<file path="src/rtl/juggle_pkg.sv">
// Shared definitions for the siteswap juggling scheduler.
package juggle_pkg;

   localparam int MAX_PERIOD = 7;
   localparam int BALL_W     = 3;
   localparam int HEIGHT_W   = 3;

   // Ball code marking an empty landing slot in the flight queue
   localparam logic [BALL_W-1:0] EMPTY_BALL = 3'd7;

   typedef enum logic [1:0] {
      ST_IDLE  = 2'd0,
      ST_CHECK = 2'd1,
      ST_RUN   = 2'd2,
      ST_ERROR = 2'd3
   } state_t;

   // Slot (beat offset modulo period) where a throw of height h from position idx lands
   function automatic logic [2:0] landing_slot(input logic [2:0] idx,
                                               input logic [2:0] h,
                                               input logic [2:0] period);
      logic [3:0] pos;
      logic [3:0] rem;
      pos = {1'b0, idx} + {1'b0, h};
      if (period == 3'd0) begin
         rem = 4'd0;
      end else begin
         rem = pos % {1'b0, period};
      end
      return rem[2:0];
   endfunction

endpackage

</file>
<file path="src/rtl/siteswap_checker.sv">
// Validates a siteswap pattern one entry per cycle, then spends one finalize cycle
// on the average-height test. done/ok/num_balls are combinational so the caller
// can leave its check state on the very cycle the verdict is known.
module siteswap_checker
   import juggle_pkg::*;
#(
   parameter int MAX_PERIOD = juggle_pkg::MAX_PERIOD
) (
   input  logic                         clk_in,
   input  logic                         rst_in,
   input  logic                         start,
   input  logic [2:0]                   period,
   input  logic [MAX_PERIOD-1:0][2:0]   pattern,
   output logic                         done,
   output logic                         ok,
   output logic [2:0]                   num_balls
);

   logic                  busy;
   logic [2:0]            idx;
   logic [5:0]            sum;
   logic [MAX_PERIOD-1:0] mask;
   logic [2:0]            h_cur;
   logic [2:0]            land;
   logic                  finalize;
   logic                  collide;
   logic [5:0]            quot;
   logic [5:0]            rem;

   // Current entry, its landing slot and the verdict for this cycle
   always_comb begin
      h_cur     = (idx < period) ? pattern[idx] : 3'd0;
      land      = landing_slot(idx, h_cur, period);
      finalize  = busy && (idx == period);
      collide   = busy && (idx != period) && mask[land];
      if (period == 3'd0) begin
         quot = 6'd0;
         rem  = 6'd1;
      end else begin
         quot = sum / {3'd0, period};
         rem  = sum % {3'd0, period};
      end
      done      = finalize || collide;
      ok        = finalize && (sum != 6'd0) && (rem == 6'd0);
      num_balls = quot[2:0];
   end

   // Walk the entries, accumulating the height sum and the landing-slot mask
   always_ff @(posedge clk_in or posedge rst_in) begin
      if (rst_in) begin
         busy <= 1'b0;
         idx  <= 3'd0;
         sum  <= 6'd0;
         mask <= '0;
      end else if (start) begin
         busy <= 1'b1;
         idx  <= 3'd0;
         sum  <= 6'd0;
         mask <= '0;
      end else if (busy) begin
         if (done) begin
            busy <= 1'b0;
         end else begin
            idx        <= idx + 3'd1;
            sum        <= sum + {3'd0, h_cur};
            mask[land] <= 1'b1;
         end
      end
   end

endmodule

</file>
<file path="src/rtl/throw_scheduler.sv">
// Siteswap throw scheduler: validates a loaded pattern, then on every beat pops the
// ball due to land now and re-inserts it h beats ahead, reporting each throw.
//
//   state    | meaning
//   ---------+-----------------------------------------------------------
//   IDLE     | no pattern running, waiting for a load
//   CHECK    | siteswap checker walking the pattern (period+1 cycles max)
//   RUN      | pattern valid, throwing on each beat
//   ERROR    | invalid pattern or schedule conflict, waiting for a load
module throw_scheduler
   import juggle_pkg::*;
#(
   parameter int MAX_PERIOD = juggle_pkg::MAX_PERIOD
) (
   input  logic                        clk_in,
   input  logic                        rst_in,
   input  logic                        nf_in,
   input  logic [MAX_PERIOD-1:0][2:0]  pattern_in,
   input  logic [2:0]                  period_in,
   input  logic [14:0]                 frame_per_beat_in,
   input  logic                        load_in,
   output logic                        load_ready_out,
   input  logic                        stop_in,
   output logic                        pattern_ok_out,
   output logic                        pattern_err_out,
   output logic [2:0]                  num_balls_out,
   output logic                        throw_valid_out,
   output logic [2:0]                  throw_ball_out,
   output logic                        throw_hand_out,
   output logic [2:0]                  throw_height_out
);

   state_t                        state;
   state_t                        state_nxt;

   logic [MAX_PERIOD-1:0][2:0]    pat_q;
   logic [2:0]                    period_q;
   logic [14:0]                   fpb_q;

   logic [MAX_PERIOD-1:0][2:0]    queue;
   logic [MAX_PERIOD-1:0][2:0]    queue_shift;
   logic [MAX_PERIOD-1:0][2:0]    queue_beat;
   logic [2:0]                    pidx;
   logic                          hand;
   logic [14:0]                   frame_cnt;

   logic                          load_fire;
   logic                          chk_start;
   logic                          chk_done;
   logic                          chk_ok;
   logic [2:0]                    chk_num_balls;

   logic [2:0]                    beat_ball;
   logic [2:0]                    beat_h;
   logic                          slot_busy;
   logic                          conflict;
   logic                          beat;
   logic                          beat_ok;
   logic                          beat_bad;

   assign load_fire = load_in && load_ready_out;
   assign chk_start = load_fire && (period_in != 3'd0);

   siteswap_checker #(
      .MAX_PERIOD (MAX_PERIOD)
   ) u_checker (
      .clk_in    (clk_in),
      .rst_in    (rst_in),
      .start     (chk_start),
      .period    (period_q),
      .pattern   (pat_q),
      .done      (chk_done),
      .ok        (chk_ok),
      .num_balls (chk_num_balls)
   );

   // Queue after one beat and whether that beat breaks the schedule
   always_comb begin
      beat_ball = queue[0];
      beat_h    = pat_q[pidx];
      for (int k = 0; k < MAX_PERIOD - 1; k++) begin
         queue_shift[k] = queue[k+1];
      end
      queue_shift[MAX_PERIOD-1] = EMPTY_BALL;
      queue_beat = queue_shift;
      slot_busy  = 1'b0;
      if (beat_h != 3'd0) begin
         slot_busy                  = (queue_shift[beat_h - 3'd1] != EMPTY_BALL);
         queue_beat[beat_h - 3'd1]  = beat_ball;
      end
      conflict = ((beat_ball == EMPTY_BALL) && (beat_h != 3'd0)) ||
                 ((beat_ball != EMPTY_BALL) && (beat_h == 3'd0)) ||
                 slot_busy;
      // load and stop both pre-empt a coincident beat
      beat     = (state == ST_RUN) && nf_in && (frame_cnt == 15'd0) && !load_fire && !stop_in;
      beat_ok  = beat && !conflict;
      beat_bad = beat && conflict;
   end

   // State register
   always_ff @(posedge clk_in or posedge rst_in) begin
      if (rst_in) begin
         state <= ST_IDLE;
      end else begin
         state <= state_nxt;
      end
   end

   // Next-state decode; a load always wins, including over stop in RUN
   always_comb begin
      state_nxt = state;
      if (load_fire) begin
         state_nxt = (period_in == 3'd0) ? ST_ERROR : ST_CHECK;
      end else begin
         case (state)
            ST_CHECK: begin
               if (chk_done) begin
                  state_nxt = chk_ok ? ST_RUN : ST_ERROR;
               end
            end
            ST_RUN: begin
               if (stop_in) begin
                  state_nxt = ST_IDLE;
               end else if (beat_bad) begin
                  state_nxt = ST_ERROR;
               end
            end
            ST_IDLE, ST_ERROR: state_nxt = state;
            default: state_nxt = ST_IDLE;
         endcase
      end
   end

   // State-decoded outputs
   always_comb begin
      load_ready_out  = (state != ST_CHECK);
      pattern_err_out = (state == ST_ERROR);
   end

   // Pattern latch, status, flight queue, beat counters and throw event register
   always_ff @(posedge clk_in or posedge rst_in) begin
      if (rst_in) begin
         pat_q            <= '0;
         period_q         <= 3'd0;
         fpb_q            <= 15'd0;
         pattern_ok_out   <= 1'b0;
         num_balls_out    <= 3'd0;
         queue            <= {MAX_PERIOD{EMPTY_BALL}};
         pidx             <= 3'd0;
         hand             <= 1'b0;
         frame_cnt        <= 15'd0;
         throw_valid_out  <= 1'b0;
         throw_ball_out   <= 3'd0;
         throw_hand_out   <= 1'b0;
         throw_height_out <= 3'd0;
      end else begin
         throw_valid_out  <= 1'b0;
         throw_ball_out   <= 3'd0;
         throw_hand_out   <= 1'b0;
         throw_height_out <= 3'd0;
         if (load_fire) begin
            pat_q          <= pattern_in;
            period_q       <= period_in;
            fpb_q          <= (frame_per_beat_in == 15'd0) ? 15'd1 : frame_per_beat_in;
            pattern_ok_out <= 1'b0;
            num_balls_out  <= 3'd0;
         end else if ((state == ST_CHECK) && chk_done && chk_ok) begin
            pattern_ok_out <= 1'b1;
            num_balls_out  <= chk_num_balls;
            for (int k = 0; k < MAX_PERIOD; k++) begin
               queue[k] <= (k < int'(chk_num_balls)) ? 3'(k) : EMPTY_BALL;
            end
            pidx      <= 3'd0;
            hand      <= 1'b0;
            frame_cnt <= 15'd0;
         end else if ((state == ST_RUN) && !stop_in && nf_in) begin
            frame_cnt <= ((frame_cnt + 15'd1) == fpb_q) ? 15'd0 : frame_cnt + 15'd1;
            if (beat_bad) begin
               pattern_ok_out <= 1'b0;
            end else if (beat_ok) begin
               queue <= queue_beat;
               pidx  <= ((pidx + 3'd1) == period_q) ? 3'd0 : pidx + 3'd1;
               hand  <= ~hand;
               if (beat_ball != EMPTY_BALL) begin
                  throw_valid_out  <= 1'b1;
                  throw_ball_out   <= beat_ball;
                  throw_hand_out   <= hand;
                  throw_height_out <= beat_h;
               end
            end
         end
      end
   end

endmodule

</file>
<file path="config.mk">
export PLATFORM = sky130hd
export DESIGN_NAME = throw_scheduler
export DESIGN_NICKNAME = d
export VERILOG_FILES = /design/src/rtl/juggle_pkg.sv /design/src/rtl/siteswap_checker.sv /design/src/rtl/throw_scheduler.sv
export SDC_FILE = /design/constraint.sdc
export NUM_CORES = 1
export LEC_CHECK = 0
export CORE_UTILIZATION = 55
export CTS_BUF_LIST = sky130_fd_sc_hd__clkbuf_4
export DETAILED_ROUTE_END_ITERATION = 12
export GPL_ROUTABILITY_DRIVEN = 1
export GPL_TIMING_DRIVEN = 0
export PLACE_DENSITY = 0.84
export SETUP_SLACK_MARGIN = 0.4
export SLEW_MARGIN = 5
export SYNTH_ARGS = -nofsm -noshare
export SYNTH_HDL_FRONTEND = slang
export SYNTH_SLANG_ARGS = --single-unit
</file>
<file path="constraint.sdc">
create_clock -name clk_in -period 11.2 [get_ports clk_in]
set_input_delay 2.24 -clock clk_in [delete_from_list [all_inputs] [get_ports clk_in]]
set_output_delay 2.24 -clock clk_in [all_outputs]
set_load 0.01 [all_outputs]
</file>
== Yosys cells after proc, flatten, opt, wreduce, memory -nomap -nowiden ==
Index checks and enable logic that the tools add are counted.

* Add/sub/neg operators: 6
* Div/mod/pow operators: 3
* $lt $le $gt $ge: 14
* Equality and inequality tests: 16
* Mux-type cells: 92
* Bitwise logic cells: 3
* Reduce and logical (&&, ||, !) cells: 49

{| class="wikitable"
|+ Operators by type and width
! kind !! count
|-
| two-way mux 21 bit || 5
|-
| two-way mux 3 bit || 33
|-
| two-way mux 15 bit || 4
|-
| logical NOT 15 bit || 2
|-
| two-way mux 1 bit || 28
|-
| binary-select mux 3 bit (select 3 bit) || 3
|-
| two-way mux 6 bit || 4
|-
| bitwise mux 21 bit || 1
|-
| logical AND 1 bit || 21
|-
| two-way mux 7 bit || 3
|-
| less-than comparator 3 x 4 -> 1 bit, second input constant || 4
|-
| adder 15 x 1 -> 15 bit, second input constant || 1
|-
| == test 15 bit || 1
|-
| two-way mux 2 bit || 7
|-
| nonzero test 3 bit || 4
|-
| demux 3 bit (select 3 bit) || 1
|-
| logical NOT 3 bit || 3
|-
| less-than comparator 3 bit, first input constant || 3
|-
| != test 3 bit, second input constant || 3
|-
| nonzero test 2 bit || 4
|-
| OR 7 bit || 1
|-
| adder 3 x 1 -> 3 bit, second input constant || 2
|-
| adder 6 x 3 -> 6 bit || 1
|-
| divider 6 x 3 -> 6 bit || 1
|-
| other kinds (29) || 43
|}

* Register bits: 110
* Bits of input ports: 44
* Output and inout bits: 14
* Word-level logic and storage cells: 213

== Logic depth before layout (Yosys ltp) ==
* Depth in word-level cells: 15
* Gate-level depth with buffers: 40
* Depth with buffers taken out: 39

== Cells and area by module ==
From an unflattened synthesis, not the netlist that was laid out.

* Cell total of the unflattened synthesis: 990
* Area, all modules: 8354.3 um^2

{| class="wikitable"
|+ By module, submodules not included
! module !! times used !! cells an instance !! area each (um^2) !! seq. area each (um^2)
|-
| throw_scheduler || 1 || 621 || 5361.4 || 2353.5
|-
| siteswap_checker || 1 || 369 || 2992.9 || 425.4
|}

== Worst setup path before layout ==
No wires, ideal clock.

* Path kind: flip-flop to flip-flop
* Start point: reg period_q[0]
* End point: reg queue[8] (netlist bit)
* Setup time: 93 ps
* Arrival: 8178 ps
* Data required time: 11107 ps
* Slack: 2929 ps
* Stages on the path, launching flop included: 36
* Path buffers: 2
* Period minus slack after synthesis: 8271 ps
* Path through: dfrtp_1 -> inv_1 -> ha_1 -> nor3b_1 -> a2bb2oi_2 -> ha_1 -> or2_2 -> a311oi_2 -> ha_1 -> or4_1 -> o311a_1 -> ha_1 -> o211ai_1 -> nand2_1 -> a2111o_1 -> a21o_1 -> and2_1 -> ha_1 -> o211a_1 -> or3_1 -> o31ai_1 -> and3_1 -> clkbuf_1 -> o21ai_0 -> ha_1 -> nand2_1 -> o21ai_0 -> nor2_1 -> a2111oi_0 -> o21ai_0 -> a311oi_1 -> o211a_1 -> o21ai_4 -> inv_1 -> clkbuf_1 -> o21ai_0

* Word-level cells in the longest chain between the ends: 13
* Elaborated cells between the ends (all ways): 30
* Those cells by class: add/sub: 1; div: 3; order compare: 2; eq/ne: 3; mux: 8; reduce/logical: 13

{| class="wikitable"
|+ Ends and longest elaborated chain
! element !! RTL line !! text
|-
| start: declaration || throw_scheduler.sv:37 || <nowiki>logic [2:0] period_q;</nowiki>
|-
| start signal: assignment || throw_scheduler.sv:163 || <nowiki>period_q <= period_in;</nowiki>
|-
| branches (longest 13 deep; another with remainder unit 6 x 3 -> 6 bit) || - ||
|-
| end signal: assignment || throw_scheduler.sv:148 || <nowiki>queue <= {MAX_PERIOD{EMPTY_BALL}};</nowiki>
|-
| end signal: indexed assignment || throw_scheduler.sv:171 || <nowiki>queue[k] <= (k < int'(chk_num_balls)) ? 3'(k) : EMPTY_BALL;</nowiki>
|-
| end signal: assignment || throw_scheduler.sv:181 || <nowiki>queue <= queue_beat;</nowiki>
|-
| end: declaration || throw_scheduler.sv:40 || <nowiki>logic [MAX_PERIOD-1:0][2:0] queue;</nowiki>
|}

Several ways; the timed one is not identified. The select of a mux whose other input is x is not followed.
A chain may end at the register's enable or synchronous reset.

== Worst setup path after layout ==
* Start point: reg period_q[0]
* End point: reg hand

* Word-level cells in the longest chain between the ends: 13
* Elaborated cells between the ends (all ways): 26
* Those cells by class: add/sub: 1; div: 2; order compare: 1; eq/ne: 3; mux: 6; reduce/logical: 13

{| class="wikitable"
|+ Ends and longest elaborated chain
! element !! RTL line !! text
|-
| branches (longest 10 deep; another with remainder unit 6 x 3 -> 6 bit) || - ||
|-
| logical AND 1 bit * || throw_scheduler.sv:167 || <nowiki>end else if ((state == ST_CHECK) && chk_done && chk_ok) begin</nowiki>
|-
| != test 2 x 1 -> 1 bit (no source line) / nonzero test 2 bit (equally long branches) || - ||
|-
| AND reduction 4 bit (no source line) || - ||
|-
| end signal: assignment || throw_scheduler.sv:183 || <nowiki>hand <= ~hand;</nowiki>
|-
| end: declaration || throw_scheduler.sv:44 || <nowiki>logic hand;</nowiki>
|}

Every way passes the cells marked *. The select of a mux whose other input is x is not followed.

==> impl_metrics.tcl <==
set metrics [dict create \
    drt_iter0_markers 600 \
    cp_slowest_stage_delay_ps 570 \
    synth_area_leaders "dfrtp_1, nand2_1, ha_1" \
    path_clk_slew_ps 180 \
    vias 6927 \
    cts_inserted_buffers 9 \
    port_buffers 57 \
    h-tree-depth 3 \
    fmax_mhz 99.5 \
    grt_pass1_vias 6579 \
    area_delta_synth_final_pct 12.3 \
    crit_type "flip-flop to flip-flop" \
    synthDistinctLibCells 81 \
    num_antenna_cells 0 \
    drt_first_pass_iters 5 \
    clockRootBuffer "clkbuf_4" \
    synthMuxAreaShare_pct 7.01 \
    clock-sinks 110 \
    grt_usage_pct 27.3 \
    ys_ff_latch 110 \
    io_pins 58 \
    synth_edf_count 0 \
    place.gp.congestion 0.937 \
    synthSimpleGateAreaFrac_pct 22.6 \
    synth_top_cell_area_share_pct 28.8 \
    worst_slew_pin_slew_ps 782 \
    avgSynthCellArea_um2 8.58 \
    tritoncts "yes" \
    cp_common_cell "ha_1" \
    synth-xor-area-share_pct 4.76 \
    ctsHoldBuffers 0 \
    ys_seq_area_share_pct 36.0 \
    grt_antenna_before_repair 0 \
    chipHeight_um 121 \
    synth_ff_type "dfrtp_1" \
    min_period_ps 10050 \
    netlist_instances 901 \
    slew-limit-headroom_pct 47.5 \
    synth_compound_area_share_pct 17.7 \
    grt_max_degree 64 \
    cts.path.max_buffers 2 \
    maxSlewViolCount 0 \
    initial_core_util_pct 57.4 \
    die_x_um 121 \
    status "complete, no violations" \
    synth_area_um2 7730 \
    worstSetupStartpointType "flip-flop" \
    globalRoute.totalOverflow 0 \
    final.period_utilization_pct 89.7 \
    dieArea_um2 14500 \
    grt_pass1_wl_um 31400 \
    drc 0 \
    slowest_stage "dfrtp_1" \
    rsz0062_at_grt "no" \
    worst_setup_path_end_kind "flip-flop" \
    worstPathMaxFanout 10 \
    synth_top_cell_by_area "dfrtp_1" \
    synth_warnings 0 \
    arrival_ps 10410 \
    post_drt_wl_per_cell_um 16.4 \
    synth-adder-area-share_pct 8.32 \
    postSynth.asyncResetShare_pct 100 \
    hold_path_class "flip-flop to flip-flop" \
    crit_required_ps 11570 \
    core-area_um2 13500 \
    setup_tns_ps 0 \
    drive_gt1_share_pct 7.38 \
    cts_setup_buffers 0 \
    finalSetupViolations 0 \
    worst_clock_skew_ps 26.0 \
    maxCapViolations 0 \
    dpl.hpwl_um 14500 \
    clk_latency_ps 500 \
    syn_nets 994 \
    cts_resized 0 \
    nNetsFinal 1063 \
    wl_um 18900 \
    rows 42 \
    finalHoldViolCount 0 \
    nFillCells 1168 \
    detail-route-antenna-nets 0 \
    synth_top_family_by_area "simple AND/OR/NAND/NOR gates" \
    drt-vias-per-instance 6.02 \
]
[synthesized netlist by cell type, drive strengths merged, types with 11 or more instances]
cell type  instances
nor2              63
o21ai             57
a21oi             52
xnor2             27
nor2b             11
ha                45
nand2b            11
dfrtp             89
nand2            184
clkbuf            37
nand3             24
xor2              15
dfstp             21
a31oi             13
mux2i             32
inv               28
nor4              13
nor3              18
[critical path: cells and delay by family (launching register included)]
family	cells	cell delay, ps
DFF	1	570
and+or+nand+nor	10	2350
adders and majority gates	6	1870
AOI/OAI and AO/OA	15	3810
buffers and inverters	4	1280
[per-layer routing]
layer  wire length (µm)  global-route usage (%)  up-vias  share of wire, %
li1                   -                       -     3338                 -
met1               8390                    36.9     3298                44
met2               8960                    44.4      250                47
met3               1110                    4.81       41               5.9
met4                461                    9.03        0               2.4
met5                  0                       0        -                 0
[state kept, by name, indices dropped and copies added (netlist names)]
signal	cells
u_checker.busy	1
throw_hand_out	1
period_q	3
pidx	3
u_checker.sum	6
pat_q	21
u_checker.mask	7
throw_valid_out	1
pattern_ok_out	1
state	2
hand	1
frame_cnt	15
throw_ball_out	3
fpb_q	15
beat_ball	3
num_balls_out	3
u_checker.idx	3
throw_height_out	3
queue	18
[worst paths after layout]
path | start | endpoint | slack, ps | cells after the start
max in group asynchronous | rst_in | beat_ball[0] | 8280 | 3
max | period_q[0] | hand | 1150 | 35
max reg2reg | period_q[0] | hand | 1150 | 35
min in group asynchronous | rst_in | pat_q[2] | 2140 | 2
min | pattern_ok_out | pattern_ok_out | 490 | 2
min reg2reg | pattern_ok_out | pattern_ok_out | 490 | 2
[kinds of logic after synthesis]
group                    after synthesis
buffers and inverters                 73
XOR/XNOR                              42
AND/OR/NAND/NOR                      377
adder cells (fa/ha/maj)               49
flip-flops                           110
multiplexers                          45
AO/OA/AOI/OAI                        205
[per-stage QoR]
| step | setup slack (ps) | instances | utilization [%] | hold WS [ps] | area, µm² |
|---|---|---|---|---|---|
| 4_1_cts | 1310 | 1151 | 64.5 | 503 | 8680 |
| 6_report | 1150 | 1151 | 64.5 | 495 | 8680 |
| 3_3_place_gp | 1510 | 1134 | 63.3 | 460 | 8520 |
| 3_5_place_dp | 1380 | 1135 | 63.5 | 468 | 8550 |
| 5_1_grt | 541 | 1151 | 64.5 | 539 | 8680 |
| 2_1_floorplan | 2930 | 901 | - | 457 | 7730 |
[cell type report]
| type | instances | area (µm²) | area share [%] |
|---|---|---|---|
| Sequential cell | 110 | 2780 | 32.0 |
| Multi-Input combinational cell | 718 | 4670 | 53.8 |
| Buffer | 44 | 173 | 1.99 |
| Inverter | 29 | 111 | 1.28 |
| Clock inverter | 6 | 53.8 | 0.620 |
| Timing Repair Buffer | 58 | 598 | 6.89 |
| Tap cell | 176 | 220 | 2.54 |
| Clock buffer | 10 | 75.1 | 0.865 |
[cell usage in the layout, fill, tap and decap left out, types with 24 or more instances in the layout]
| cell type | count |
|---|---|
| a21oi_1 | 52 |
| clkbuf_1 | 37 |
| clkdlybuf4s50_1 | 57 |
| dfrtp_1 | 89 |
| ha_1 | 45 |
| inv_1 | 27 |
| mux2i_1 | 31 |
| nand2_1 | 183 |
| nand3_1 | 24 |
| nor2_1 | 61 |
| o21ai_0 | 52 |
| xnor2_1 | 27 |
Power is not shown: default switching activity piles up to over one toggle a cycle in this logic, so the estimate is an artifact.
